File: config.mk
export PLATFORM = sky130hd
export DESIGN_NAME = uart_rx_fifo
export DESIGN_NICKNAME = d
export VERILOG_FILES = /design/src/rtl/uart_rx_fifo.sv
export SDC_FILE = /design/constraint.sdc
export NUM_CORES = 1
export LEC_CHECK = 0
export CAP_MARGIN = 20
export CORE_ASPECT_RATIO = 1.5
export CORE_UTILIZATION = 55
export CTS_BUF_LIST = sky130_fd_sc_hd__clkbuf_2 sky130_fd_sc_hd__clkbuf_4 sky130_fd_sc_hd__clkbuf_8
export DETAILED_ROUTE_END_ITERATION = 7
export PLACE_DENSITY = 0.79
export SYNTH_ARGS = -nofsm -noshare
export SYNTH_HDL_FRONTEND = slang
export SYNTH_SLANG_ARGS = --single-unit
export TNS_END_PERCENT = 30
File: constraint.sdc
create_clock -name clk -period 4.5 [get_ports clk]
set_input_delay 0.9 -clock clk [delete_from_list [all_inputs] [get_ports clk]]
set_output_delay 0.9 -clock clk [all_outputs]
set_load 0.005 [all_outputs]
File: src/rtl/uart_rx_fifo.sv
// uart_rx_fifo: first-word-fall-through receive buffer behind uart_rx.
// Bytes pulsed on in_valid are stored in a circular buffer and presented
// on out_data/out_valid. Flags are derived from the registered count only.
// A sticky overflow flag records bytes that were dropped while full.
module uart_rx_fifo #(
    parameter int DEPTH       = 16,
    parameter int AFULL_LEVEL = 12
) (
    input  logic                     clk,
    input  logic                     rst,
    input  logic [7:0]               in_data,
    input  logic                     in_valid,
    output logic [7:0]               out_data,
    output logic                     out_valid,
    input  logic                     out_ready,
    output logic [$clog2(DEPTH):0]   count,
    output logic                     almost_full,
    output logic                     overflow,
    input  logic                     overflow_clr
);

    localparam int AW = $clog2(DEPTH);
    localparam int CW = AW + 1;
    localparam logic [CW-1:0] DEPTH_C = CW'(DEPTH);
    localparam logic [CW-1:0] AFULL_C = CW'(AFULL_LEVEL);

    logic [7:0]    mem [DEPTH];
    logic [AW-1:0] wr_ptr;
    logic [AW-1:0] rd_ptr;
    logic          full;
    logic          pop;
    logic          wr_en;
    logic          drop;

    // Handshake decode; a pop frees a slot, so a full FIFO still accepts a write
    always_comb begin
        full  = (count == DEPTH_C);
        pop   = out_valid & out_ready;
        wr_en = in_valid & (~full | pop);
        drop  = in_valid & full & ~pop;
    end

    // Storage array; intentionally not reset
    always_ff @(posedge clk) begin
        if (wr_en) begin
            mem[wr_ptr] <= in_data;
        end
    end

    // Pointers and occupancy; pointers wrap naturally since DEPTH is a power of two
    always_ff @(posedge clk or posedge rst) begin
        if (rst) begin
            wr_ptr <= '0;
            rd_ptr <= '0;
            count  <= '0;
        end else begin
            if (wr_en) begin
                wr_ptr <= wr_ptr + 1'b1;
            end
            if (pop) begin
                rd_ptr <= rd_ptr + 1'b1;
            end
            case ({wr_en, pop})
                2'b10:   count <= count + 1'b1;
                2'b01:   count <= count - 1'b1;
                default: count <= count;
            endcase
        end
    end

    // Sticky overflow; a new drop takes priority over the clear request
    always_ff @(posedge clk or posedge rst) begin
        if (rst) begin
            overflow <= 1'b0;
        end else if (drop) begin
            overflow <= 1'b1;
        end else if (overflow_clr) begin
            overflow <= 1'b0;
        end
    end

    // Outputs derived from registered state only
    always_comb begin
        out_data    = mem[rd_ptr];
        out_valid   = (count != '0);
        almost_full = (count >= AFULL_C);
    end

endmodule
==> run summary <==
Initial antenna violation count: 0. For this run, the leading register cell type out of synthesis is sky130_fd_sc_hd__edfxtp_1. After synthesis, the most frequently instantiated cells are sky130_fd_sc_hd__edfxtp_1 (128), sky130_fd_sc_hd__mux4_2 (32), sky130_fd_sc_hd__nor2_1 (17), sky130_fd_sc_hd__a22oi_1 (16). Number of buffers inserted to repair setup after CTS: 0. The tightest min-delay check is of the reg -> reg type.

The peak fanout along the critical path was 22. Setup repair after global routing left no endpoint under its margin. In this run the critical register-to-register path is captured at mem[8][6]. Cell internal power was estimated by the tool at 2.86 mW. The run gives 0 as the count of antenna-violating nets left after detailed routing.

Following the worst setup path forward leads to its endpoint at out_data[5]. 0 antenna diodes ended up in the layout. For this design the static power due to leakage is 2.19 nW.

The number of pins exceeding their max-slew limit in the final report came out at 0. The run gives 0.277 GHz as the highest clock frequency the design can meet. For the number of fill cells in the layout, the log shows 702.

The number of enable-type register cells in the synthesized netlist is 128. Transition time at the pin with the least slew margin: 1.13 ns. The run finished with clean final reports.

The most used standard cell by instance count after synthesis is sky130_fd_sc_hd__edfxtp_1. The run gives 0 as the max-cap check violation count. The biggest area contributor in the post-synthesis netlist is sky130_fd_sc_hd__edfxtp_1. For the effective utilization at floorplan, the log shows 56.4%. The final critical path takes up 80.3% of the cycle. The tools report the startpoint type of the worst setup path as a register. Once routing completed, OpenROAD measured the worst setup slack at 0.887 ns. The final critical-path required period came out at 3.61 ns. Routing layer with the top usage in global route: met2. The combinational fraction of design power is 30.5%, and the power density of the placed cells is 612 nW/um^2. In the routed design, unresolved DRC markers number 0. The H-tree generated during clock tree synthesis spans 4 levels.

The average routed wire per standard cell works out to 22.0 um. Across all register-to-register paths, the minimum setup slack is 2.15 ns. In the global route stage, met2 resource usage came out at 37.3%. The final layout contains 363 nets. TritonCTS built the clock tree. The later pin in the worst-skew pair is clocked with a latency of 0.42 ns. The switching part of the total power was 28.6%. The logs give 17 for the number of clock buffers inserted by TritonCTS and 306 for the synthesized netlist cell count.

The average instance area after synthesis was 18.7 um^2. The number of hold violations in the final report was 0; the number of placement rows was 45. The number of nets in the synthesized netlist is 325. The Yosys step of the flow raised 0 warnings. The area of the multi-input gates came out at 1420 um^2. The tools report the maximum ir drop on the vdd rail as 0.341 mV.

Clock-pin slew was measured on the worst setup and hold paths at 0.06 ns. Wires add up to 10,400 um. For the worst setup path, the data required time is 3.60 ns. The area fraction of the dominant cell type after synthesis was 67.2%. The number of DRC violations after detailed-routing iteration 0 came out at 236.

The clock arrives with 0.00709 ns of skew. Synthesis inferred 142 register bits. Average via count per standard cell: 6.03. After detailed placement, the design holds a cell count of 442. The post-synthesis to final-layout area growth was 14.4%; the routing usage on met1 was 25.3%. The run gives 44.9% as the power share of the sequential group. The worst register-to-register path begins at count[2]. The critical path is of the reg -> out type. Ranked by total cell area, the synthesized netlist is headed by sky130_fd_sc_hd__edfxtp_1 (67%), sky130_fd_sc_hd__mux4_2 (13%), sky130_fd_sc_hd__dfrtp_1 (6.1%). The run gives 24.5% as the normalized max-slew margin.

For the area of the core, the log shows 10,100 um^2. The die area was 10,800 um^2. The fraction of layout instances using a drive strength above 1 came out at 21.3%. The run gives 0 as the number of buffers inserted by hold repair at cts. Detailed placement finished with a half-perimeter wire length of 7260 um. Across every metal layer, demand over resource in global routing totals 21.6%. Sequential elements use 73.3% of the synthesized area. The final standard cell utilization of the core came out at 64.6%.

In the final timing run, aggregate negative setup slack is 0 ns. The number of detailed-routing iterations run before antenna repair came out at 4. For the number of setup violations in the final report, the log shows 0. After synthesis, the netlist uses 41 different library cells.

The source of the critical timing path was rd_ptr[0]. The tree is rooted in a sky130_fd_sc_hd__clkbuf_8. The count of placed standard cells in the final layout, fillers left out was 473; the share of synthesized flip-flops with an asynchronous set or reset was 9.86%. The die boundary width was 85.3 um.

The overall via count from detail_route was 2,850. The number of instances resized during post-cts repair is 0. The total clock sinks was 142; the synthesized area was 5720 um^2.

For met3 alone, demand over resource in global routing was 5.47%. The clock passes through at most 2 buffers. The worst register-to-register path has a depth of 4. OpenSTA, run right after detailed placement, puts the worst setup slack at 1.28 ns. The number of input and output port buffers inserted was 28.

In this run the vertical extent of the chip is 127 um. The final weighted congestion of routability-driven global placement was 0.731. The worst setup path is captured at an output pin. In this run the power spent charging and discharging nets is 1.15 mW. The total overflow left after global routing is 0. The number of global-route vias before repair was 2,958. In this run, the clock network consumes 24.6% of the power. The arrival time of data at the critical path endpoint is 2.71 ns.

The I/O pin total is 29. Entering global routing, the biggest net connects 23 pins. In the final layout, flip-flops and latches occupy 4200 um^2. The first global-routing pass estimated 16,400 um of wire.
## final cells by class
class	count	share of cell area (%)
Clock inverter	9	1.82
Timing Repair Buffer	35	5.58
Multi-Input combinational cell	140	21.7
Clock buffer	22	4.15
Sequential cell	142	64.1
Tap cell	117	2.24
Inverter	8	0.459
## registers in the layout, indices dropped and copies added (netlist names)
signal,cells
count,5
wr_ptr,4
overflow,1
rd_ptr,4
mem,128
## critical path, cell delays in order (launching register included)
cell and delay [ns]:
sky130_fd_sc_hd__dfrtp_2 0.67, sky130_fd_sc_hd__buf_12 0.28, sky130_fd_sc_hd__mux4_2 0.53, sky130_fd_sc_hd__a22oi_1 0.26, sky130_fd_sc_hd__nand2_1 0.10, sky130_fd_sc_hd__clkdlybuf4s50_1 0.45
## cells in the final DEF, fill, tap and decap left out, types with 3 or more instances in the layout
cell type                         instances
sky130_fd_sc_hd__mux4_2                  32
sky130_fd_sc_hd__xnor2_1                  6
sky130_fd_sc_hd__clkdlybuf4s50_1         28
sky130_fd_sc_hd__nor2_1                  17
sky130_fd_sc_hd__ha_1                     6
sky130_fd_sc_hd__clkinv_1                 3
sky130_fd_sc_hd__buf_4                    5
sky130_fd_sc_hd__nand3_1                  9
sky130_fd_sc_hd__nand2b_1                 4
sky130_fd_sc_hd__nand2_1                 14
sky130_fd_sc_hd__clkbuf_8                17
sky130_fd_sc_hd__clkbuf_4                 5
sky130_fd_sc_hd__nor3_1                   5
sky130_fd_sc_hd__dfrtp_1                 13
sky130_fd_sc_hd__inv_1                    7
sky130_fd_sc_hd__a22oi_1                 16
sky130_fd_sc_hd__edfxtp_1               128
sky130_fd_sc_hd__bufinv_16                3
## worst min-delay path by stage
stage               from  cells after the start   endpoint
2_1_floorplan  rd_ptr[3]                      1  rd_ptr[3]
3_3_place_gp   rd_ptr[3]                      1  rd_ptr[3]
3_5_place_dp   rd_ptr[3]                      1  rd_ptr[3]
4_1_cts        rd_ptr[3]                      1  rd_ptr[3]
5_1_grt         overflow                      2   overflow
6_report        overflow                      2   overflow
## per-layer routing
layer / vias up / part of all wire [%]
met1: 1439 / 37
met2: 94 / 55
met4: 0 / 3.2
met3: 25 / 5.1
li1: 1292 / -
met5: - / 0
## power groups by stage
stage	logic (mW)	clock network [mW]	registers, mW
2_1_floorplan	0.864	0	1.71
3_5_place_dp	1.24	0	1.83
5_1_grt	1.34	1.05	1.83
3_3_place_gp	1.17	0	1.84
6_report	1.22	0.987	1.80
4_1_cts	1.25	1.00	1.80
## kinds of logic (layout without fill, tap and decap cells)
logic type	after synthesis	after routing	synth area share, %
mux	36	36	13.3
buf+inv	24	74	1.88
fa+ha+maj	6	6	1.31
flops	142	142	73.3
simple gates	62	62	5.49
compound gates	28	28	3.43
xor+xnor	8	8	1.22
## metrics by stage
stage | total power, mW | hold slack (ns) | instance area, um^2
after detailed placement | 3.07 | 0.531 | 6160
after CTS | 4.05 | 0.540 | 6550
final | 4.01 | 0.540 | 6550
after floorplan | 2.57 | 0.490 | 5720
after global placement | 3.01 | 0.522 | 6130
after global routing | 4.22 | 0.584 | 6550
Power figures use the tool's default switching activity.
